`config.mk`:
```
export PLATFORM = sky130hd
export DESIGN_NAME = rv_writeback
export DESIGN_NICKNAME = d
export VERILOG_FILES = /design/src/rtl/rv_writeback_pkg.sv /design/src/rtl/rv_load_align.sv /design/src/rtl/rv_writeback.sv
export SDC_FILE = /design/constraint.sdc
export NUM_CORES = 1
export LEC_CHECK = 0
export ABC_AREA = 1
export CORE_ASPECT_RATIO = 1.75
export CORE_MARGIN = 2
export CORE_UTILIZATION = 37
export DETAILED_ROUTE_END_ITERATION = 12
export PLACE_DENSITY = 0.76
export SETUP_SLACK_MARGIN = 0.2
export SLEW_MARGIN = 20
export SYNTH_ARGS = -nofsm -noshare
export SYNTH_HDL_FRONTEND = slang
export SYNTH_SLANG_ARGS = --single-unit
```
`constraint.sdc`:
```
create_clock -name clk_i -period 2.4 [get_ports clk_i]
set_input_delay 0.24 -clock clk_i [delete_from_list [all_inputs] [get_ports clk_i]]
set_output_delay 0.24 -clock clk_i [all_outputs]
set_load 0.005 [all_outputs]
```
`src/rtl/rv_writeback_pkg.sv`:
```
// rtl/rv_writeback_pkg.sv - load size codes and writeback FSM encodings for the uRV writeback stage
package rv_writeback_pkg;

    localparam logic [2:0] LDST_B  = 3'b000;
    localparam logic [2:0] LDST_H  = 3'b001;
    localparam logic [2:0] LDST_L  = 3'b010;
    localparam logic [2:0] LDST_BU = 3'b100;
    localparam logic [2:0] LDST_HU = 3'b101;

    localparam int WB_CNT_W = 16;

    typedef enum logic {
        WB_STATE_IDLE      = 1'b0,
        WB_STATE_WAIT_LOAD = 1'b1
    } wb_state_e;

endpackage

```
`src/rtl/rv_load_align.sv`:
```
// rtl/rv_load_align.sv - combinational load data lane select and sign/zero extension
module rv_load_align
    import rv_writeback_pkg::*;
(
    input  logic [2:0]  fun,
    input  logic [1:0]  sel,
    input  logic [31:0] data,
    output logic [31:0] value
);

    logic [7:0]  byte_sel;
    logic [15:0] half_sel;

    always_comb begin
        case (sel)
            2'd1:    byte_sel = data[15:8];
            2'd2:    byte_sel = data[23:16];
            2'd3:    byte_sel = data[31:24];
            default: byte_sel = data[7:0];
        endcase
        // Halfword lanes only look at addr[1]; a misaligned addr[0] is simply dropped.
        half_sel = sel[1] ? data[31:16] : data[15:0];

        case (fun)
            LDST_B:  value = {{24{byte_sel[7]}}, byte_sel};
            LDST_BU: value = {24'd0, byte_sel};
            LDST_H:  value = {{16{half_sel[15]}}, half_sel};
            LDST_HU: value = {16'd0, half_sel};
            LDST_L:  value = data;
            default: value = 32'd0;
        endcase
    end

endmodule

```
`src/rtl/rv_writeback.sv`:
```
// rtl/rv_writeback.sv - uRV writeback stage: load wait/align and RF write port (option: RV_WB_LOAD_TIMEOUT_EN)
module rv_writeback
    import rv_writeback_pkg::*;
#(
    parameter int unsigned LOAD_TIMEOUT = 255
) (
    input  logic        clk_i,
    input  logic        rst_n_i,
    input  logic [2:0]  x_fun_i,
    input  logic        x_load_i,
    input  logic        x_store_i,
    input  logic [4:0]  x_rd_i,
    input  logic [31:0] x_rd_value_i,
    input  logic        x_rd_write_i,
    input  logic [31:0] x_dm_addr_i,
    input  logic [31:0] dm_data_l_i,
    input  logic        dm_load_done_i,
    output logic [4:0]  rf_rd_o,
    output logic [31:0] rf_rd_value_o,
    output logic        rf_rd_write_o,
    output logic        w_stall_req_o,
    output logic        w_load_error_o
);

    if (LOAD_TIMEOUT < 1 || LOAD_TIMEOUT > 65535) begin : g_bad_load_timeout
        $error("rv_writeback: LOAD_TIMEOUT must be within 1..65535");
    end

    wb_state_e   state;
    logic [4:0]  cap_rd;
    logic [2:0]  cap_fun;
    logic [1:0]  cap_sel;
    logic        waiting;
    logic [2:0]  al_fun;
    logic [1:0]  al_sel;
    logic [31:0] al_value;
    logic        unused_inputs;

    // Stores complete upstream; only the byte lane of the address matters here.
    assign unused_inputs = ^{x_store_i, x_dm_addr_i[31:2]};

    assign waiting = (state == WB_STATE_WAIT_LOAD);
    assign al_fun  = waiting ? cap_fun : x_fun_i;
    assign al_sel  = waiting ? cap_sel : x_dm_addr_i[1:0];

    rv_load_align u_load_align (
        .fun   (al_fun),
        .sel   (al_sel),
        .data  (dm_data_l_i),
        .value (al_value)
    );

    assign w_stall_req_o = rst_n_i & ~dm_load_done_i & (waiting | x_load_i);

`ifdef RV_WB_LOAD_TIMEOUT_EN
    logic [WB_CNT_W-1:0] wait_cnt;
    logic                load_error;
    logic                load_expired;

    // The issue cycle already stalled once, so the final WAIT_LOAD cycle is at cnt+2 == LOAD_TIMEOUT.
    assign load_expired   = (32'(wait_cnt) + 32'd2) >= LOAD_TIMEOUT;
    assign w_load_error_o = load_error;
`else
    assign w_load_error_o = 1'b0;
`endif

    always_ff @(posedge clk_i or negedge rst_n_i) begin
        if (!rst_n_i) begin
            state         <= WB_STATE_IDLE;
            cap_rd        <= '0;
            cap_fun       <= '0;
            cap_sel       <= '0;
            rf_rd_o       <= '0;
            rf_rd_value_o <= '0;
            rf_rd_write_o <= 1'b0;
`ifdef RV_WB_LOAD_TIMEOUT_EN
            wait_cnt      <= '0;
            load_error    <= 1'b0;
`endif
        end else begin
            rf_rd_write_o <= 1'b0;
`ifdef RV_WB_LOAD_TIMEOUT_EN
            load_error    <= 1'b0;
`endif
            case (state)
                WB_STATE_IDLE: begin
                    if (x_load_i) begin
                        if (dm_load_done_i) begin
                            if (x_rd_i != 5'd0) begin
                                rf_rd_o       <= x_rd_i;
                                rf_rd_value_o <= al_value;
                                rf_rd_write_o <= 1'b1;
                            end
                        end else begin
                            cap_rd  <= x_rd_i;
                            cap_fun <= x_fun_i;
                            cap_sel <= x_dm_addr_i[1:0];
                            state   <= WB_STATE_WAIT_LOAD;
`ifdef RV_WB_LOAD_TIMEOUT_EN
                            wait_cnt <= '0;
`endif
                        end
                    end else if (x_rd_write_i && x_rd_i != 5'd0) begin
                        rf_rd_o       <= x_rd_i;
                        rf_rd_value_o <= x_rd_value_i;
                        rf_rd_write_o <= 1'b1;
                    end
                end
                WB_STATE_WAIT_LOAD: begin
                    if (dm_load_done_i) begin
                        if (cap_rd != 5'd0) begin
                            rf_rd_o       <= cap_rd;
                            rf_rd_value_o <= al_value;
                            rf_rd_write_o <= 1'b1;
                        end
                        state <= WB_STATE_IDLE;
                    end
`ifdef RV_WB_LOAD_TIMEOUT_EN
                    else if (load_expired) begin
                        load_error <= 1'b1;
                        state      <= WB_STATE_IDLE;
                    end else begin
                        wait_cnt <= wait_cnt + 1'b1;
                    end
`endif
                end
                default: state <= WB_STATE_IDLE;
            endcase
        end
    end

endmodule

```
# After elaboration in Yosys (flattened, before gate mapping)
# Cells that the tools add are included.
# classes
n_mux	29
eq_ne	12
n_reduce_logical	6
n_bitwise	5
# ops
operator	count
$mux W32	6
$pmux W32 S5	1
$pmux W32 S2	1
$mux W5	6
$pmux W8 S3	1
$mux W16	1
$pmux W5 S2	1
$reduce_bool A5 Y1	2
$ne A3 B3 Y1 const B	3
$mux W1	8
$eq A3 B3 Y1 const B	2
$reduce_and A5 Y1	1
$eq A2 B2 Y1 const B	2
$pmux W1 S2	2
$eq A3 B1 Y1 const B	1
$eq A3 B2 Y1 const B	1
$logic_not A3 Y1	1
$mux W3	1
$reduce_and A3 Y1	1
$and A1 B1 Y1	2
$eq A2 B1 Y1 const B	1
$mux W2	1
$ne A2 B1 Y1 const B	1
$ne A2 B2 Y1 const B	1
3 further kinds	4
# totals
output_inout_bits	40
ff_bits	49
word_cells	59

# Depth between registers and ports, before layout
# depth
ltp_word	8
ltp_mapped	12
ltp_nobuf	10

# Hierarchy
# From an unflattened synthesis, not the netlist that was laid out.
# hier_totals
cells_unflattened	610
hier_area_um2	3664.8
# by_module_without_submodules
mod	cells_per_inst	seq_area_each_um2	area_each_um2	n_inst
rv_writeback	355	1226.2	2581.2	1
rv_load_align	255	0.0	1083.5	1

# Worst setup path after synthesis
# Ideal clock, no wire load.
# synth_timing
path_kind	register to register
startpoint	register state
endpoint	register rf_rd_value_o[23]
n_path_buf	3
required_ns	2.323
setup_slack_ns	0.877
stages_incl_launch_ff	12
period_less_slack_ns	1.523
arrival_ns	1.445
path_cell_list	dfrtp_1 -> buf_6 -> inv_6 -> buf_6 -> nand2_2 -> nand2_4 -> nor3b_2 -> nand2_2 -> buf_6 -> nand2_1 -> nand2_1 -> a21oi_1
# synth_via
elab_chain_cells	8
elab_cells_between_ends	26
cone_classes	eq/ne (12); mux (11); bitwise (1); reduce/logical (2)
# synth_rtl
item	line_no	source
start, declared	rv_writeback.sv:29	wb_state_e state;
start signal, assigned	rv_writeback.sv:69	state <= WB_STATE_IDLE;
start signal, assigned	rv_writeback.sv:98	state <= WB_STATE_WAIT_LOAD;
start signal, assigned	rv_writeback.sv:116	state <= WB_STATE_IDLE;
$mux W2	rv_writeback.sv:44	assign al_sel = waiting ? cap_sel : x_dm_addr_i[1:0];
$eq A2 B2 Y1 or $eq A2 B1 Y1 (tied branches)	rv_load_align.sv:15	case (sel)
$pmux W8 S3	rv_load_align.sv:15	
$pmux W32 S5	rv_load_align.sv:24	case (fun)
$mux W32	rv_writeback.sv:89	if (x_rd_i != 5'd0) begin
$mux W32	rv_writeback.sv:88	if (dm_load_done_i) begin
$mux W32	rv_writeback.sv:87	if (x_load_i) begin
$pmux W32 S2	rv_writeback.sv:85	case (state)
end signal, assigned	rv_writeback.sv:91	rf_rd_value_o <= al_value;
end signal, assigned	rv_writeback.sv:105	rf_rd_value_o <= x_rd_value_i;
end signal, assigned	rv_writeback.sv:113	rf_rd_value_o <= al_value;
end, declared	rv_writeback.sv:19	output logic [31:0] rf_rd_value_o,
# Several ways; a longest one is shown, not always the timed one. The select of a mux whose other input is x is not followed.
# A chain may end at the register's enable or synchronous reset.

# Worst setup path in the final report
# layout_timing
startpoint	register state
endpoint	register rf_rd_value_o[15]
# Same word-level chain as after synthesis.

==> key figures <==
Status
  – Status: completed

Detailed routing
  – WL final: 9968 um
  – DRC viols: 0
  – Starting DRC count in detailed routing: 306
  – Vias after detailed routing: 3550
  – Vias per cell: 4.910
  – Routed WL per cell: 13.79 um
  – Pre-antenna DRT Iters: 5
  – Antenna Violating Nets Remaining: 0

STA
  – Hold Fails Final Rpt: 0
  – Tmin final: 1974 ps
  – Relative max-transition margin: 0.5874
  – Hold_ws: 58.60 ps
  – Worst slew pin tran: 618.9 ps
  – Final Max Slew Viols: 0
  – Sum of negative setup slack: 0 ps
  – Final setup vio count: 0
  – RSZ-0062 raised after global routing: false
  – Achievable Freq: 506.7 MHz
  – Final period util: 0.8224
  – Clk_skew: 6.861 ps
  – Setup ws final: 426.3 ps

Clock network
  – # hold bufs at CTS: 0
  – Post-CTS setup buffers: 0
  – Reg clk slew, reported paths: 70 ps
  – Root buffer selected by CTS: clkbuf_16
  – CTS tree: done
  – Post-CTS Resized: 0
  – CTS Sinks: 49
  – Total CTS buffers: 5
  – Clk buf depth: 2
  – Max H-tree Level: 2
  – Worst skew pair latency: 300 ps

Synthesis
  – Ys flop type: dfrtp_1
  – Post-synth net total: 608
  – Mapped cell area: 0.003292 mm^2
  – EDFF count, synth: 0
  – Yosys warning count: 0
  – Synth cell types: 29
  – Seq/Total Area, Yosys: 0.3725
  – Syn Inst Count: 498
  – Yosys reg bits: 49
  – Async SR Flop Fraction: 1.000
  – Syn avg cell area: 6.610 um^2

Global route
  – Global-route wire length before repair: 15880 um
  – GRT Overall Usage: 0.2130
  – Initial antenna violation count: 0
  – Number of global-route vias before repair: 3332
  – Gr ovfl total: 0
  – Largest net degree at the start of global routing: 50

Power and ir drop
  – Static leakage: 2.275 nW
  – Worst VDD drop: 424.0 uV
  – Power Total: 2.952 mW
  – Cell Pwr Density: 633.1 mW/mm^2

Floorplanning
  – Initial core utilization: 0.3797
  – Core area: 0.008671 mm^2
  – Die area: 0.009697 mm^2
  – DIE HEIGHT: 128.8 um
  – Die width: 75.30 um
  – Total I/O pin count: 150
  – Num rows: 45

Critical path
  – Launch point of the worst reg-to-reg path: state
  – Setup crit start kind: register
  – Crit-path most repeated cell: nand2_1
  – Worst R2R End: rf_rd_value_o[15]
  – Critical path type: reg -> reg
  – CP startpoint: state
  – Critical Path Max Stage Delay: 330 ps
  – Crit path cell chain: buf_4 > inv_6 > nand2_2 > nand3_1 > nand3_1 > nand2_1 > nand2_2 > nand2_1 > nand2_1 > a21oi_1
  – Crit-path slowest cell: nand2_2
  – Worst setup path endpoint: rf_rd_value_o[15]
  – Flop-to-flop setup slack: 430 ps
  – Crit-path max FO: 24
  – WP data arrival: 2160 ps
  – Worst Path Required: 2580 ps
  – R2R cell count: 10
  – Setup crit end kind: register

Cells and area
  – Utilization after layout: 0.5378
  – Commonest non-fill, non-tap cell in the layout: nand2_1
  – Commonest cells after routing, fill and taps aside: nand2_1 (124), clkdlybuf4s50_1 (116), nor2_1 (114)
  – Design Area, Final: 0.004663 mm^2
  – Synth-to-Final Area Change: 41.66%
  – Antenna cells: 0
  – Share of cells above drive strength 1: 0.06766
  – Final Non-Filler Cells: 723
  – Nets: 716

Placed design
  – PortBufs: 117
  – Place WS: 277.3 ps
  – Placed Cells: 716
  – Gpl congestion: 0.9664
  – DP Area: 0.004503 mm^2
  – HPWL after DPL: 7736 um

Job
  – Maxcap violations: 0

Hold path
  – Worst hold path class: in -> async
[cell families after synthesis]
group                  count (synthesis)  synth area share
AND/OR/NAND/NOR                      302            0.3972
AO/OA/AOI/OAI                         73            0.1171
buffers and inverters                 70            0.1019
flip-flops                            49            0.3725
multiplexers                           3           0.01026
other                                  1          0.001139
[cells in the mapped netlist (3+ instances only)]
cell / instances / area share
a21oi_1: 58 / 0.088
a31oi_1: 3 / 0.0057
buf_2: 9 / 0.014
buf_4: 5 / 0.011
buf_6: 5 / 0.017
clkbuf_1: 3 / 0.0034
dfrtp_1: 49 / 0.37
inv_1: 44 / 0.050
mux2_2: 3 / 0.010
nand2_1: 124 / 0.14
nand2_2: 11 / 0.021
nand3_1: 35 / 0.053
nand3b_1: 3 / 0.0068
nand4_1: 7 / 0.013
nor2_1: 114 / 0.13
o21ai_0: 7 / 0.011
[worst max-delay path: cells and delay by family, from the launching register on]
family	cells	cell delay (ps)
simple gates	7	1050
compound gates	1	80
buf+inv	2	380
flops	1	320
[state kept, by name, summed over array words and instances (netlist names)]
name	cells
cap_rd	5
rf_rd_write_o	1
cap_fun	3
cap_sel	2
rf_rd_o	5
rf_rd_value_o	32
state	1
[layout make-up]
type                       instances  area, um^2
clock inverter                     2       35.03
timing repair buffer             124        1219
fill                             891        4008
clock buffer                       5       125.1
sequential                        49        1226
multi-input combinational        379        1730
inverter                          47       181.4
tap                              117       146.4
[worst min-delay path by stage]
stage / startpoint / endpoint / slack, ps / cells past startpoint
3_5_place_dp: rst_n_i / rf_rd_o[2] / 410 / 2
2_1_floorplan: rst_n_i / cap_fun[0] / -60 / 0
6_report: rst_n_i / rf_rd_value_o[3] / 60 / 2
4_1_cts: rst_n_i / rf_rd_value_o[3] / 90 / 2
5_1_grt: rst_n_i / rf_rd_value_o[4] / 130 / 2
3_3_place_gp: rst_n_i / rf_rd_value_o[4] / 400 / 2
[routing by layer]
layer / vias up / part of all wire / GRT usage
met3: 29 / 0.045 / 0.02584
met2: 128 / 0.55 / 0.3821
li1: 1785 / - / -
met4: 0 / 0.041 / 0.09391
met1: 1608 / 0.37 / 0.2437
met5: - / 0 / 0
[power by group]
| part | switching, mW | internal [mW] |
|---|---|---|
| combinational | 0.516 | 0.557 |
| clock | 0.297 | 0.484 |
| sequential | 0.102 | 0.996 |
No activity file was read; power rests on OpenSTA's default activity.
